**config.mk**
```make
export PLATFORM = sky130hd
export DESIGN_NAME = miss_id_tracker
export DESIGN_NICKNAME = d
export VERILOG_FILES = /design/src/rtl/miss_id_tracker.sv
export SDC_FILE = /design/constraint.sdc
export NUM_CORES = 1
export LEC_CHECK = 0
export CAP_MARGIN = 0
export CORE_ASPECT_RATIO = 1.4
export CORE_MARGIN = 3
export CORE_UTILIZATION = 40
export CTS_CLUSTER_SIZE = 24
export DETAILED_ROUTE_END_ITERATION = 8
export HOLD_SLACK_MARGIN = 0.08
export PLACE_DENSITY = 0.59
export SKIP_LAST_GASP = 1
export SYNTH_ARGS = -nofsm -noshare
export SYNTH_HDL_FRONTEND = slang
export SYNTH_SLANG_ARGS = --single-unit
```
**constraint.sdc**
```tcl
create_clock -name clk_i -period 3.35 [get_ports clk_i]
set_clock_uncertainty 0.05 [all_clocks]
set_input_delay 0.67 -clock clk_i [delete_from_list [all_inputs] [get_ports clk_i]]
set_output_delay 0.67 -clock clk_i [all_outputs]
set_load 0.01 [all_outputs]
```
**src/rtl/miss_id_tracker.sv**
```systemverilog
// Outstanding cache-miss ID tracker: allocates IDs from an external free-ID FIFO,
// holds per-ID metadata while a miss is in flight, and returns it through a registered response port.
module miss_id_tracker #(
    parameter int NUM_IDS    = 4,
    parameter int ID_WIDTH   = $clog2(NUM_IDS),
    parameter int META_WIDTH = 16,
    parameter int CNT_WIDTH  = $clog2(NUM_IDS + 1)
) (
    input  logic                  clk_i,
    input  logic                  rst_ni,
    input  logic                  req_valid_i,
    input  logic [META_WIDTH-1:0] req_meta_i,
    output logic                  req_ready_o,
    output logic [ID_WIDTH-1:0]   req_id_o,
    input  logic [ID_WIDTH-1:0]   free_id_i,
    input  logic                  free_empty_i,
    output logic                  free_pop_o,
    output logic [ID_WIDTH-1:0]   free_id_o,
    output logic                  free_push_o,
    input  logic                  free_full_i,
    input  logic                  rsp_valid_i,
    input  logic [ID_WIDTH-1:0]   rsp_id_i,
    output logic                  rsp_ready_o,
    output logic                  rsp_valid_o,
    output logic [ID_WIDTH-1:0]   rsp_id_o,
    output logic [META_WIDTH-1:0] rsp_meta_o,
    input  logic                  rsp_ready_i,
    output logic [CNT_WIDTH-1:0]  outstanding_o,
    output logic                  err_o
);

    logic [NUM_IDS-1:0]    r_valid;
    logic [META_WIDTH-1:0] r_meta [NUM_IDS];
    logic [CNT_WIDTH-1:0]  r_cnt;
    logic                  r_out_valid;
    logic [ID_WIDTH-1:0]   r_out_id;
    logic [META_WIDTH-1:0] r_out_meta;
    logic                  r_err;

    logic                  w_alloc;
    logic                  w_alloc_dup;
    logic                  w_rsp_acc;
    logic                  w_rsp_hit;
    logic                  w_rsp_miss;
    logic                  w_push_lost;
    logic [NUM_IDS-1:0]    w_valid_nxt;

    assign w_alloc     = req_valid_i & ~free_empty_i;
    assign w_alloc_dup = w_alloc & r_valid[free_id_i];
    assign w_rsp_acc   = rsp_valid_i & rsp_ready_o;
    assign w_rsp_hit   = w_rsp_acc & r_valid[rsp_id_i];
    assign w_rsp_miss  = w_rsp_acc & ~r_valid[rsp_id_i];
    assign w_push_lost = w_rsp_hit & free_full_i;

    assign req_ready_o   = ~free_empty_i;
    assign req_id_o      = free_id_i;
    assign free_pop_o    = w_alloc;
    assign free_id_o     = rsp_id_i;
    assign free_push_o   = w_rsp_hit & ~free_full_i;
    assign rsp_ready_o   = ~r_out_valid | rsp_ready_i;
    assign rsp_valid_o   = r_out_valid;
    assign rsp_id_o      = r_out_id;
    assign rsp_meta_o    = r_out_meta;
    assign outstanding_o = r_cnt;
    assign err_o         = r_err;

    // Release is applied before allocation; the two only collide on the same ID in illegal use.
    always_comb begin
        w_valid_nxt = r_valid;
        if (w_rsp_hit) begin
            w_valid_nxt[rsp_id_i] = 1'b0;
        end
        if (w_alloc) begin
            w_valid_nxt[free_id_i] = 1'b1;
        end
    end

    always_ff @(posedge clk_i or negedge rst_ni) begin
        if (!rst_ni) begin
            r_valid <= '0;
            for (int i = 0; i < NUM_IDS; i++) begin
                r_meta[i] <= '0;
            end
        end else begin
            r_valid <= w_valid_nxt;
            if (w_alloc) begin
                r_meta[free_id_i] <= req_meta_i;
            end
        end
    end

    always_ff @(posedge clk_i or negedge rst_ni) begin
        if (!rst_ni) begin
            r_cnt <= '0;
        end else if (w_alloc && !w_rsp_hit) begin
            r_cnt <= r_cnt + CNT_WIDTH'(1);
        end else if (!w_alloc && w_rsp_hit) begin
            r_cnt <= r_cnt - CNT_WIDTH'(1);
        end
    end

    // The output register keeps a copy of the metadata, so reallocating the ID cannot disturb it.
    always_ff @(posedge clk_i or negedge rst_ni) begin
        if (!rst_ni) begin
            r_out_valid <= 1'b0;
            r_out_id    <= '0;
            r_out_meta  <= '0;
        end else if (w_rsp_hit) begin
            r_out_valid <= 1'b1;
            r_out_id    <= rsp_id_i;
            r_out_meta  <= r_meta[rsp_id_i];
        end else if (rsp_ready_i) begin
            r_out_valid <= 1'b0;
        end
    end

    always_ff @(posedge clk_i or negedge rst_ni) begin
        if (!rst_ni) begin
            r_err <= 1'b0;
        end else if (w_alloc_dup || w_rsp_miss || w_push_lost) begin
            r_err <= 1'b1;
        end
    end

endmodule

```
==> metrics, run 1 <==
global route total overflow 0; die area 11600 sq um; CP Cell Sequence clkdlybuf4s50_1 > mux4_2 > nand3_4 > nor2_1 > clkdlybuf4s50_1; Worst R2R End outstanding_o[2]$_DFFE_PN0P_; drt via density 5.12; clock sinks between 90 and 100; Critical Path Max Stage Delay 0.58 ns; FF+latch count, synth a little over 90; Routed WL per cell 17.7 um; pwr/cell area about 680 nW/um^2; startpoint types input port; area share of the largest cell type after synthesis 55.0%; Synth area leaders dfrtp_1, mux2_2, mux4_1; RePlAce Congestion roughly 0.77; synthesized instance count 251; worst-path fanout max 7; post-synthesis mux area share 34.6%; Worst Path Buf+Inv 2; cell taking the most area after synthesis dfrtp_1; final slew viol count 0; crit end category output pin; CP Data Required Time 2.63 ns; post-cts sizing count 0; via count about 2300; main combinational cell family by area after synthesis multiplexers; async set-reset flop share out of synthesis 100%; max-cap viol count 0; Worst Hold Class input port to async pin; total CTS buffers 9; Tcrit/Tclk final 95.0%; # hold bufs at CTS 0; drt drc 0; Compound-Gate Fraction of Synth Area 1.84%; setup TNS 0 ns; Post-Synth Simple-Gate Area around 3.3%; Main synth FF type dfrtp_1; Die Ht 126 um; status completed; post-route cell area 5080 sq um; leakage 2.19 nW; DR top layer met4; reg2reg setup slack between 1 and 1.5 ns; Setup-failing EPs final 0; CTS clk-pin slew, worst paths around 0.060 ns; Worst slew margin roughly 55%; most frequent CP cell clkdlybuf4s50_1; area grow syn2layout 22.7%; RR Startpoint rsp_valid_o$_DFFE_PN0P_; placed insts approximately 430; slew at the pin closest to its max-slew limit 0.670 ns; share of layout cells above drive strength 1 35.7%; Syn Area/Cell 16.5 sq um; CP max stage cell mux4_2; Top Ports 58; first-pass iteration count of the detailed router 4; Seq/Total Area, Yosys between 50% and 60%; number of global-route vias before repair between 2000 and 3000; fin crit period 3.18 ns; Post-Layout Cell Count 449; n_diodes 0; chip width approximately 90 um; DR iter-0 viols 92; CTS root buffer clkbuf_16; Crit path arrival time 2.46 ns; antenna violations before repair 0; CP top delay family buffers and inverters; number of synthesized flops with an enable pin 0; final antenna-violating net count 0; Routed Wire Length 7950 um; Site Rows 43; met3 WL 225 um; met2 wire length just over 4000 um; hpwl dp 5200 um; first-pass GRT wire length 13300 um; maximum vdd ir drop 0.329 mV; Post-Synth Adder-Cell Area 0.786%; final hold vios 0; H-tree levels 3; routed length on met1 approximately 3500 um; clock buffer depth 2; Reg2Reg Depth 9; Synth Area in XOR/XNOR 0.635%; Initial Utilization around two fifths; NumNets Final 339; RSZ-0062 raised after global routing false; Port Buffers 57; core region area 10000 sq um; postcts setup bufs 0; Synth Net Count 280; number of synthesis warnings 0; Filler cells roughly 900; largest net degree at the start of global routing 54; placed cell areas 4800 sq um; Critical Setup Path Class input port to output pin; clk_lat worst skew 0.34 ns; Synth cell types 31; Peak Freq approximately 310 MHz; all-layer global routing usage 15.0%; Cell Area, Synth 4140 sq um; CTS tree built
## registers in the layout, indices dropped and copies added (netlist names)
name           count
r_valid            4
r_meta            64
rsp_id_o           2
err_o              1
outstanding_o      3
rsp_valid_o        1
rsp_meta_o        16
## stage by stage
stage / total power [mW] / hold WS (ns) / utilization (%) / setup WS, ns
global route: 3.65 / 0.366 / 50.8 / 0.116
detailed placement: 2.53 / 0.412 / 47.9 / 0.148
finish: 3.45 / 0.312 / 50.8 / 0.167
CTS: 3.51 / 0.338 / 50.8 / 0.147
floorplan: 2.10 / 0.324 / - / 0.730
global placement: 2.50 / 0.411 / 47.9 / 0.170
## cell usage after synthesis (2+ instances only)
cell       n
buf_2      4
buf_4      5
buf_6      4
clkbuf_1   2
dfrtp_1   91
inv_1      8
mux2_2    75
mux2_4     8
mux2i_1    3
mux4_1    14
mux4_2     3
nand2_1    3
nor2_1     4
nor2_8     2
nor2b_1    2
o21ai_0    4
o41ai_1    4
xor2_1     2
## area by class of cell
class / instances / area (sq um) / share of cell area [%]
inverters: 8 / 30.0 / 0.591
repair buffers: 64 / 621 / 12.2
well taps: 135 / 169 / 3.33
clock buffers: 14 / 274 / 5.39
clock inverters: 1 / 7.51 / 0.148
multi-input cells: 136 / 1700 / 33.5
flip-flops and latches: 91 / 2280 / 44.8
## cells in the final DEF, fill, tap and decap left out, types with 4 or more instances in the layout
cell             Yosys  layout
buf_4                5       8
dfrtp_1             91      91
nor2_1               4       4
clkbuf_16            0       9
mux4_1              14      14
inv_1                8       8
mux2_2              75      75
clkdlybuf4s50_1      0      56
o21ai_0              4       4
o41ai_1              4       4
mux2_4               8       8
## worst max path at each step
stage / startpoint / end / slack [ns] / depth (start not counted)
global placement: rsp_id_i[0] / free_push_o / 0.17 / 5
global route: rsp_id_i[0] / free_push_o / 0.12 / 5
detailed placement: rsp_id_i[0] / free_push_o / 0.15 / 5
floorplan: rsp_id_i[0] / outstanding_o[2]$_DFFE_PN0P_ / 0.73 / 9
CTS: rsp_id_i[0] / free_push_o / 0.15 / 5
finish: rsp_id_i[0] / free_push_o / 0.17 / 5
## cell families (layout without fill, tap and decap cells)
group,Yosys count,count (layout)
flip-flops,91,91
XOR/XNOR,3,3
buffers and inverters,24,87
multiplexers,103,103
AND/OR/NAND/NOR,17,17
AO/OA/AOI/OAI,11,11
adder cells (fa/ha/maj),2,2
## per-layer routing
layer / GRT usage, % / vias up
li1: - / 1049
met1: 19.6 / 1204
met2: 24.2 / 35
met5: 0 / -
met4: 6.56 / 0
met3: 3.26 / 10
## worst reg2reg max path: stages (launching register included)
cell,delay (ns)
dfrtp_1,0.34
nor2b_1,0.42
inv_1,0.21
nand3_4,0.18
ha_1,0.20
inv_1,0.06
fa_1,0.37
xor2_1,0.15
nor2_1,0.12
xor2_1,0.15
## power breakdown
group	internal (mW)	leakage [nW]	total [mW]	switching [mW]
logic	0.615	0.970	0.930	0.316
clock network	0.560	0.135	0.951	0.391
registers	1.41	1.09	1.57	0.160
total	2.58	2.19	3.45	0.867
Note: power is estimated with default switching activity, not from simulation.
==> run 2: changes to the inputs <==
- GPL_TIMING_DRIVEN: default -> 0
- SLEW_MARGIN: default -> 10
==> run 2 against run 1 <==
  * Worst setup slack lost 0.054 ns
  * Sequential power hardly changed
  * First-iteration DRC count shrank 38%
  * Combinational power rose by 2%
  * Fmax fell by 1.7%
  * Die area did not move
  * Final cell count increased by 2.4%
  * Core utilization increased by 1.4 points
  * Critical path depth increased by 1
  * Hold slack lost 0.037 ns
==> metrics, run 2 (synthesized netlist as in run 1, its figures left out) <==
chip width 92.0 um; via count 2344; total CTS buffers 9; worst-path fanout max 10; most frequent CP cell clkdlybuf4s50_1; CTS tree built; most frequent cells in the layout dfrtp_1, mux2_2, clkdlybuf4s50_1, mux4_1, clkbuf_16; CTS root buffer clkbuf_16; Core Util, Final a little over half; Setup-failing EPs final 0; RePlAce Congestion 0.760; Routed Wire Length 8180 um; Worst Hold Class input port to async pin; first-pass iteration count of the detailed router 4; number of global-route vias before repair 2537; global route total overflow 0; Top Ports 58; CP Data Required Time 2.63 ns; most common cell after layout, fill and taps aside dfrtp_1; NumNets Final 349; first-pass GRT wire length approximately 13000 um; all-layer global routing usage about 15%; RSZ-0062 raised after global routing false; final hold vios 0; reg2reg setup slack between 0.9 and 1 ns; fin crit period 3.24 ns; CP Cell Sequence clkdlybuf4s50_1 > mux4_2 > nand3_4 > buf_12 > nor2_1 > clkdlybuf4s50_1; status completed; post-route cell area roughly 5200 sq um; # hold bufs at CTS 0; met3 usage 3.02%; final setup margin 0.113 ns; Die Ht roughly 130 um; startpoint types input port; grt peak-use layer met2; drt via density 5.10; Critical Path Max Stage Delay a little over 0.6 ns; Worst slew margin between 50 and 60%; Tcrit/Tclk final a little over nine tenths; clock sinks 91; n_diodes 0; Largest register FFs 64; drt drc 0; Peak Freq 309 MHz; H-tree levels 3; placed cell areas roughly 5000 sq um; area grow syn2layout 26.1%; grt met2 use between 20% and 30%; Placement Setup Slack -0.184 ns; CP max stage cell clkdlybuf4s50_1; final slew viol count 0; Top reg by flops r_meta; Reg2Reg Depth 9; slew at the pin closest to its max-slew limit about 0.64 ns; Critical Setup Path Class input port to output pin; Crit path arrival time 2.52 ns; Worst R2R End outstanding_o[2]$_DFFE_PN0P_; final antenna-violating net count 0; hpwl dp 5540 um; met1 Resource Use GR 19.2%; max-cap viol count 0; CTS clk-pin slew, worst paths 0.06 ns; maximum vdd ir drop 0.274 mV; leakage 2.27 nW; core region area 10000 sq um; largest net degree at the start of global routing 50; die area 11600 sq um; Port Buffers 56; antenna violations before repair 0; Site Rows between 40 and 50; RR Startpoint r_valid[3]$_DFF_PN0_; clock buffer depth 2; share of layout cells above drive strength 1 37.5%; crit end category output pin; Routed WL per cell 17.8 um; DR iter-0 viols 57; Filler cells 874; pwr/cell area 688 nW/um^2; Setup crit start rsp_id_i[1]; clk_lat worst skew 0.34 ns; Initial Utilization 41.4%
==> run 2: timing repair <==
item	in CTS	in global routing
endpoints found under the setup margin	1	0
hold endpoints to repair	0	0
resized for setup	1	0
setup buffers	1	0
==> run 2: where the power goes <==
part           internal (mW)  switching, mW  leakage (nW)  total (mW)
registers               1.41          0.162          1.09        1.57
clock network          0.674          0.404         0.157        1.08
logic                  0.628          0.319          1.03       0.947
==> run 2: routing by layer <==
| metal | wire length, um | vias to the layer above |
|---|---|---|
| li1 | - | 1072 |
| met1 | 3560 | 1228 |
| met2 | 4220 | 35 |
| met3 | 243 | 9 |
| met4 | 158 | 0 |
| met5 | 0 | - |
==> run 2: worst max-delay path by stage <==
stage	to	slack (ns)	cells past startpoint
final	free_push_o	0.11	6
after detailed placement	free_push_o	-0.18	6
after CTS	free_push_o	0.08	6
after global placement	r_meta[33]$_DFFE_PN0P_	-1.89	1
after global routing	free_push_o	0.03	6
after floorplan	outstanding_o[2]$_DFFE_PN0P_	0.73	9
==> run 2: layout make-up <==
class	count	area, sq um	share of cell area [%]
inverters	8	30.0	0.575
clock buffers	12	246	4.72
flip-flops and latches	91	2280	43.6
plain buffers	16	130	2.49
well taps	135	169	3.24
multi-input cells	136	1700	32.6
repair buffers	58	592	11.3
clock inverters	4	73.8	1.41
==> run 2: per-stage QoR <==
step	instances	hold slack, ns	TNS [ns]	power [mW]
after floorplan	251	0.324	0	2.10
after global routing	460	0.321	0	3.80
after CTS	460	0.291	0	3.65
final	460	0.275	0	3.59
after global placement	442	0.406	-171.51	2.52
after detailed placement	443	0.406	-0.330	2.55
==> run 2: worst max-delay path: cells and delay by family <==
kind | cells | cell delay, ns
muxes | 1 | 0.40
and+or+nand+nor | 2 | 0.19
buffers and inverters | 3 | 1.25
